File: config.mk
export PLATFORM = sky130hd
export DESIGN_NAME = spi_burst_sequencer
export DESIGN_NICKNAME = d
export VERILOG_FILES = /design/src/rtl/spi_burst_sequencer_pkg.sv /design/src/rtl/spi_burst_sequencer_fifo.sv /design/src/rtl/spi_burst_sequencer.sv
export SDC_FILE = /design/constraint.sdc
export NUM_CORES = 1
export LEC_CHECK = 0
export ABC_AREA = 0
export CAP_MARGIN = 20
export CORE_MARGIN = 5
export CORE_UTILIZATION = 54
export CTS_BUF_LIST = sky130_fd_sc_hd__clkbuf_4 sky130_fd_sc_hd__clkbuf_8 sky130_fd_sc_hd__clkbuf_16
export DETAILED_ROUTE_END_ITERATION = 6
export GPL_TIMING_DRIVEN = 0
export PLACE_DENSITY = 0.83
export SYNTH_ARGS = -nofsm -noshare
export SYNTH_HDL_FRONTEND = slang
export SYNTH_SLANG_ARGS = --single-unit
File: constraint.sdc
create_clock -name i_clk -period 2 [get_ports i_clk]
set_input_delay 0.2 -clock i_clk [delete_from_list [all_inputs] [get_ports i_clk]]
set_output_delay 0.2 -clock i_clk [all_outputs]
set_load 0.005 [all_outputs]
File: src/rtl/spi_burst_sequencer_pkg.sv
// Shared definitions for the SPI burst sequencer:
// one-hot FSM encoding, byte width and a small helper.
package spi_pkg;

    localparam int BYTE_W = 8;

    localparam int IDLE_B  = 0;
    localparam int LEAD_B  = 1;
    localparam int ISSUE_B = 2;
    localparam int WAIT_B  = 3;
    localparam int LAG_B   = 4;

    typedef enum logic [4:0] {
        S_IDLE  = 5'b00001,
        S_LEAD  = 5'b00010,
        S_ISSUE = 5'b00100,
        S_WAIT  = 5'b01000,
        S_LAG   = 5'b10000
    } state_t;

    function automatic int max_int(input int a, input int b);
        return (a > b) ? a : b;
    endfunction

endpackage

File: src/rtl/spi_burst_sequencer_fifo.sv
// Synchronous first-word-fall-through FIFO; a read on a full FIFO
// frees its slot in the same cycle so a simultaneous write lands.
module sync_fifo #(
    parameter int WIDTH = 8,
    parameter int DEPTH = 16
) (
    input  logic             clk,
    input  logic             rst,
    input  logic             wr,
    input  logic [WIDTH-1:0] wr_data,
    input  logic             rd,
    output logic             full,
    output logic             empty,
    output logic [WIDTH-1:0] rd_data
);

    localparam int AW = $clog2(DEPTH);

    logic [WIDTH-1:0] mem [DEPTH];
    logic [AW:0]      wr_ptr;
    logic [AW:0]      rd_ptr;
    logic             do_wr;
    logic             do_rd;

    assign empty   = (wr_ptr == rd_ptr);
    assign full    = (wr_ptr[AW] != rd_ptr[AW]) &&
                     (wr_ptr[AW-1:0] == rd_ptr[AW-1:0]);
    assign do_rd   = rd && !empty;
    assign do_wr   = wr && (!full || do_rd);
    assign rd_data = mem[rd_ptr[AW-1:0]];

    always_ff @(posedge clk) begin
        if (rst) begin
            wr_ptr <= '0;
            rd_ptr <= '0;
        end else begin
            if (do_wr) wr_ptr <= wr_ptr + 1'b1;
            if (do_rd) rd_ptr <= rd_ptr + 1'b1;
        end
    end

    always_ff @(posedge clk) begin
        if (do_wr) mem[wr_ptr[AW-1:0]] <= wr_data;
    end

endmodule

File: src/rtl/spi_burst_sequencer.sv
// Multi-byte SPI transaction front-end: TX/RX FIFOs, byte issue
// handshake toward spi_controller and chip-select lead/lag timing.
module spi_burst_sequencer
    import spi_pkg::*;
#(
    parameter int FIFO_DEPTH = 16,
    parameter int LEN_W      = 8,
    parameter int CS_LEAD    = 2,
    parameter int CS_LAG     = 2
) (
    input  logic              i_clk,
    input  logic              i_rst,
    input  logic              i_start,
    input  logic [LEN_W-1:0]  i_len,
    input  logic [BYTE_W-1:0] i_tx_data,
    input  logic              i_tx_wr,
    output logic              o_tx_full,
    output logic [BYTE_W-1:0] o_rx_data,
    input  logic              i_rx_rd,
    output logic              o_rx_empty,
    output logic              o_rx_overflow,
    output logic              o_busy,
    output logic              o_done,
    output logic              o_cs_n,
    output logic [BYTE_W-1:0] o_spi_tx,
    output logic              o_spi_tx_valid,
    input  logic              i_spi_ready,
    input  logic [BYTE_W-1:0] i_spi_rx,
    input  logic              i_spi_rx_valid
);

    localparam int CS_MAX = max_int(CS_LEAD, CS_LAG);
    localparam int TW     = $clog2(CS_MAX) + 1;

    localparam logic [TW-1:0] LEAD_LAST = TW'(CS_LEAD - 1);
    localparam logic [TW-1:0] LAG_LAST  = TW'(CS_LAG - 1);

    state_t            state;
    state_t            state_d;
    logic [LEN_W-1:0]  cnt;
    logic [LEN_W-1:0]  cnt_d;
    logic [TW-1:0]     timer;
    logic [TW-1:0]     timer_d;

    logic              tx_empty;
    logic              tx_pop;
    logic [BYTE_W-1:0] tx_head;
    logic              rx_full;
    logic              rx_push;

    logic [BYTE_W-1:0] spi_tx_d;
    logic              spi_tx_valid_d;
    logic              ovf_clr;
    logic              done_d;
    logic              cs_n_d;

    sync_fifo #(
        .WIDTH (BYTE_W),
        .DEPTH (FIFO_DEPTH)
    ) u_tx_fifo (
        .clk     (i_clk),
        .rst     (i_rst),
        .wr      (i_tx_wr && !o_tx_full),
        .wr_data (i_tx_data),
        .rd      (tx_pop),
        .full    (o_tx_full),
        .empty   (tx_empty),
        .rd_data (tx_head)
    );

    sync_fifo #(
        .WIDTH (BYTE_W),
        .DEPTH (FIFO_DEPTH)
    ) u_rx_fifo (
        .clk     (i_clk),
        .rst     (i_rst),
        .wr      (rx_push),
        .wr_data (i_spi_rx),
        .rd      (i_rx_rd),
        .full    (rx_full),
        .empty   (o_rx_empty),
        .rd_data (o_rx_data)
    );

    assign o_busy = (state != S_IDLE);

    always_comb begin
        state_d        = state;
        cnt_d          = cnt;
        timer_d        = timer;
        tx_pop         = 1'b0;
        spi_tx_valid_d = 1'b0;
        spi_tx_d       = o_spi_tx;
        rx_push        = 1'b0;
        ovf_clr        = 1'b0;

        unique case (1'b1)
            state[IDLE_B]: begin
                if (i_start && (i_len != '0)) begin
                    state_d = S_LEAD;
                    cnt_d   = i_len;
                    timer_d = '0;
                    ovf_clr = 1'b1;
                end
            end
            state[LEAD_B]: begin
                if (timer == LEAD_LAST) begin
                    state_d = S_ISSUE;
                end else begin
                    timer_d = timer + 1'b1;
                end
            end
            state[ISSUE_B]: begin
                // An empty TX FIFO simply stalls here with CS held low.
                if (!tx_empty && i_spi_ready) begin
                    tx_pop         = 1'b1;
                    spi_tx_valid_d = 1'b1;
                    spi_tx_d       = tx_head;
                    state_d        = S_WAIT;
                end
            end
            state[WAIT_B]: begin
                if (i_spi_rx_valid) begin
                    rx_push = 1'b1;
                    cnt_d   = cnt - 1'b1;
                    if (cnt == LEN_W'(1)) begin
                        state_d = S_LAG;
                        timer_d = '0;
                    end else begin
                        state_d = S_ISSUE;
                    end
                end
            end
            state[LAG_B]: begin
                if (timer == LAG_LAST) begin
                    state_d = S_IDLE;
                end else begin
                    timer_d = timer + 1'b1;
                end
            end
            default: begin
                state_d = S_IDLE;
            end
        endcase

        // Registered CS/done rise together in the final LAG cycle.
        done_d = (state_d == S_LAG) && (timer_d == LAG_LAST);
        cs_n_d = (state_d == S_IDLE) || done_d;
    end

    always_ff @(posedge i_clk) begin
        if (i_rst) begin
            state          <= S_IDLE;
            cnt            <= '0;
            timer          <= '0;
            o_cs_n         <= 1'b1;
            o_done         <= 1'b0;
            o_spi_tx       <= '0;
            o_spi_tx_valid <= 1'b0;
            o_rx_overflow  <= 1'b0;
        end else begin
            state          <= state_d;
            cnt            <= cnt_d;
            timer          <= timer_d;
            o_cs_n         <= cs_n_d;
            o_done         <= done_d;
            o_spi_tx       <= spi_tx_d;
            o_spi_tx_valid <= spi_tx_valid_d;
            if (ovf_clr) begin
                o_rx_overflow <= 1'b0;
            end else if (rx_push && rx_full && !i_rx_rd) begin
                o_rx_overflow <= 1'b1;
            end
        end
    end

endmodule

==> impl_metrics.toml <==
[sta]
worst_pin_slew_ns = 0.816
setup_viol = 17
hold_ws_ns = 0.373
fin_ws_ns = -0.597
maxSlewViolCount = 0
hold_viol_final = 0
rsz0062_at_grt = "yes"
relSlewSlack_pct = 45.4
clock.fmax_mhz = 385
fin_crit_sh_pct = 130
period_minus_slack_ns = 2.60
fin_skew_ns = 0.0141

[route]
wl_per_cell_um = 23.8
via_count = 7007
antenna_left = 0
wl_um = 27500
dr.first_iter.drc_count = 641
drt_pass1_iterations = 5
drc = 0
viasPerCell = 6.06

[die]
start_util_pct = 54.8
dieArea_sq_um = 26100
die_height_um = 162
die_w_um = 162
core_region_area_sq_um = 22600
rows = 55
num_io_pins = 54

[synth]
synthXorXnorAreaFrac_pct = 1.62
synthTopCellsByArea = "edfxtp_1 (62%), mux4_2 (13%), dfxtp_1 (8.2%)"
synthesis.nets = 751
yosys_most_used_dff = "edfxtp_1"
synthTopCellsByCount = "edfxtp_1 (256), mux4_2 (72), nor2_1 (54), dfxtp_1 (51), nand2_1 (32)"
synth_area_leader_cell = "edfxtp_1"
yosys.area_share.simple_pct = 6.08
yosysWarnings = 0
synth_top_family_by_area = "multiplexers"
synth_cell_types = 57
synth.area.mux_share_pct = 14.5
synthCells = 708
yosysSeqAreaShare_pct = 70.2
synth_compound_area_share_pct = 4.21
synth_edf_count = 256
syn_avg_cell_area_sq_um = 17.5
synth_seq_cells = 307
synth.most_common_cell = "edfxtp_1"
syn_area_sq_um = 12400
yosys.area.top_type_share_pct = 62.0
async_flop_share_pct = 0
yosys.area_share.adder_pct = 1.21

[critical_path]
cp.required_ns = 1.80
startpoint_type = "flip-flop"
arrival_ns = 2.40
crit_type = "reg2out"
crit_path_max_fanout = 8
endpoint_kind = "output port"
r2r-start = "u_rx_fifo.rd_ptr[3]"

[outcome]
status = "finished with violations"
violations = "setup timing"

[power_and_ir_drop]
pwr-share-comb_pct = 3.9
p_leak_nw = 5.05
seq_power_share_pct = 51.8
pwr-share-clk_pct = 44.3
p_sw_share_pct = 20.1
finalPower_mw = 13.6
ir_worst_vdd_v = 0.000793
p_int_mw = 10.8
p_sw_mw = 2.73
p_per_area_nw_per_um2 = 879

[global_route]
overflow = 0
grt_pass1_vias = 7187
grt_max_degree = 17
grtUsageTotal_pct = 20.3
antenna_found_initial = 0
grt_pass1_wl_um = 41100

[finish]
drive_above_1_share_pct = 33.3
final_util_pct = 68.1
antenna_cells = 0
nNetsFinal = 890
area_growth_pct = 24.4

[clocking]
cts_tree = "built"
path_clk_slew_ns = 0.07
ctsLongestPathBuffers = 3
htree_levels = 1
cts_buffers = 30
root_buffer = "clkbuf_16"
insertion_delay_ns = 0.54
clock-sinks = 307

[place]
port_buffers = 53
globalplace.congestion = 0.876
hpwl_um = 16300
pre_cts_ws_ns = -0.589

[min_path]
worstHoldStart = "i_len[4]"
hp-class = "in2reg"

[job]
drv_cap = 0
metrics by stage:
stage | setup TNS [ns] | area (sq um) | std cells
after global routing | -7.34 | 15400 | 1156
after floorplan | -4.31 | 12400 | 708
after detailed placement | -95.22 | 13300 | 1050
after global placement | -96.67 | 13300 | 1046
final | -5.30 | 15400 | 1156
after CTS | -4.87 | 15100 | 1138
worst max-delay path, stage by stage (launching register included):
cell	delay, ns
dfxtp_2	0.33
buf_8	0.14
buf_12	0.13
buf_6	0.11
mux4_2	0.50
mux4_2	0.50
buf_6	0.14
power groups by stage:
stage               registers (mW)  clock network (mW)  logic, mW
floorplan                     7.15                   0      0.246
global placement              7.16                   0      0.448
detailed placement            7.16                   0      0.465
CTS                           7.03                6.04      0.493
global route                  7.03                6.37      0.567
finish                        7.03                6.00      0.523
final timing paths:
check / endpoint / slack [ns] / cells after the start
max: o_rx_data[5] / -0.60 / 6
min: cnt[4] / 0.37 / 3
max reg2reg: u_rx_fifo.mem[3][4] / -0.08 / 6
min reg2reg: timer[1] / 0.49 / 1
area by class of cell:
| cell class | count | area (sq um) |
|---|---|---|
| clock inverter | 23 | 275 |
| inverter | 14 | 52.6 |
| fill | 1374 | 7220 |
| tap | 285 | 357 |
| timing repair buffer | 109 | 1090 |
| sequential | 307 | 8730 |
| clock buffer | 33 | 791 |
| multi-input combinational | 349 | 3830 |
| buffer | 36 | 292 |
repair_timing:
item,CTS,global route
endpoints found under the setup margin,276,188
setup buffers,32,18
cloned,1,2
pin swaps,9,14
hold buffers,0,0
resized for setup,151,50
cells in the final DEF, fill, tap and decap left out, drive strengths merged, types with 4 or more instances in the layout:
cell type	netlist	layout
edfxtp	256	256
mux2i	13	13
nor3	9	9
and3	13	13
nand4	6	6
inv	14	14
buf	26	85
a211oi	7	7
dfxtp	51	51
clkdlybuf4s50	0	42
a22oi	16	16
clkbuf	12	49
mux4	72	72
ha	12	12
o21ai	12	12
xor2	6	6
nor2	54	54
nor2b	12	12
bufinv	0	6
xnor2	17	17
nand2	33	33
clkinv	0	13
a21oi	17	17
nor4	5	5
mux2	4	4
nand3	4	4
clkinvlp	0	4
and2	7	7
layer usage:
layer,vias to the layer above,track usage [%],part of all wire [%]
li1,3076,-,-
met1,3619,25.6,38
met2,266,37.1,55
met3,46,3.39,5.1
met4,0,4.58,2.2
met5,-,0,0
kinds of logic (layout without fill, tap and decap cells):
logic type      Yosys count  in the layout
compound gates           74             74
mux                      89             89
buf+inv                  52            215
fa+ha+maj                12             12
xor+xnor                 23             23
flops                   307            307
simple gates            151            151
flip-flops by register name, summed over array words and instances, names as in the netlist, named ones only:
| register | count |
|---|---|
| cnt | 8 |
| o_cs_n | 1 |
| o_done | 1 |
| o_rx_overflow | 1 |
| o_spi_tx | 8 |
| o_spi_tx_valid | 1 |
| state | 5 |
| timer | 2 |
| u_rx_fifo.mem | 128 |
| u_rx_fifo.rd_ptr | 5 |
| u_rx_fifo.wr_ptr | 5 |
| u_tx_fifo.mem | 128 |
| u_tx_fifo.rd_ptr | 5 |
| u_tx_fifo.wr_ptr | 5 |
No activity file was read; power rests on OpenSTA's default activity.
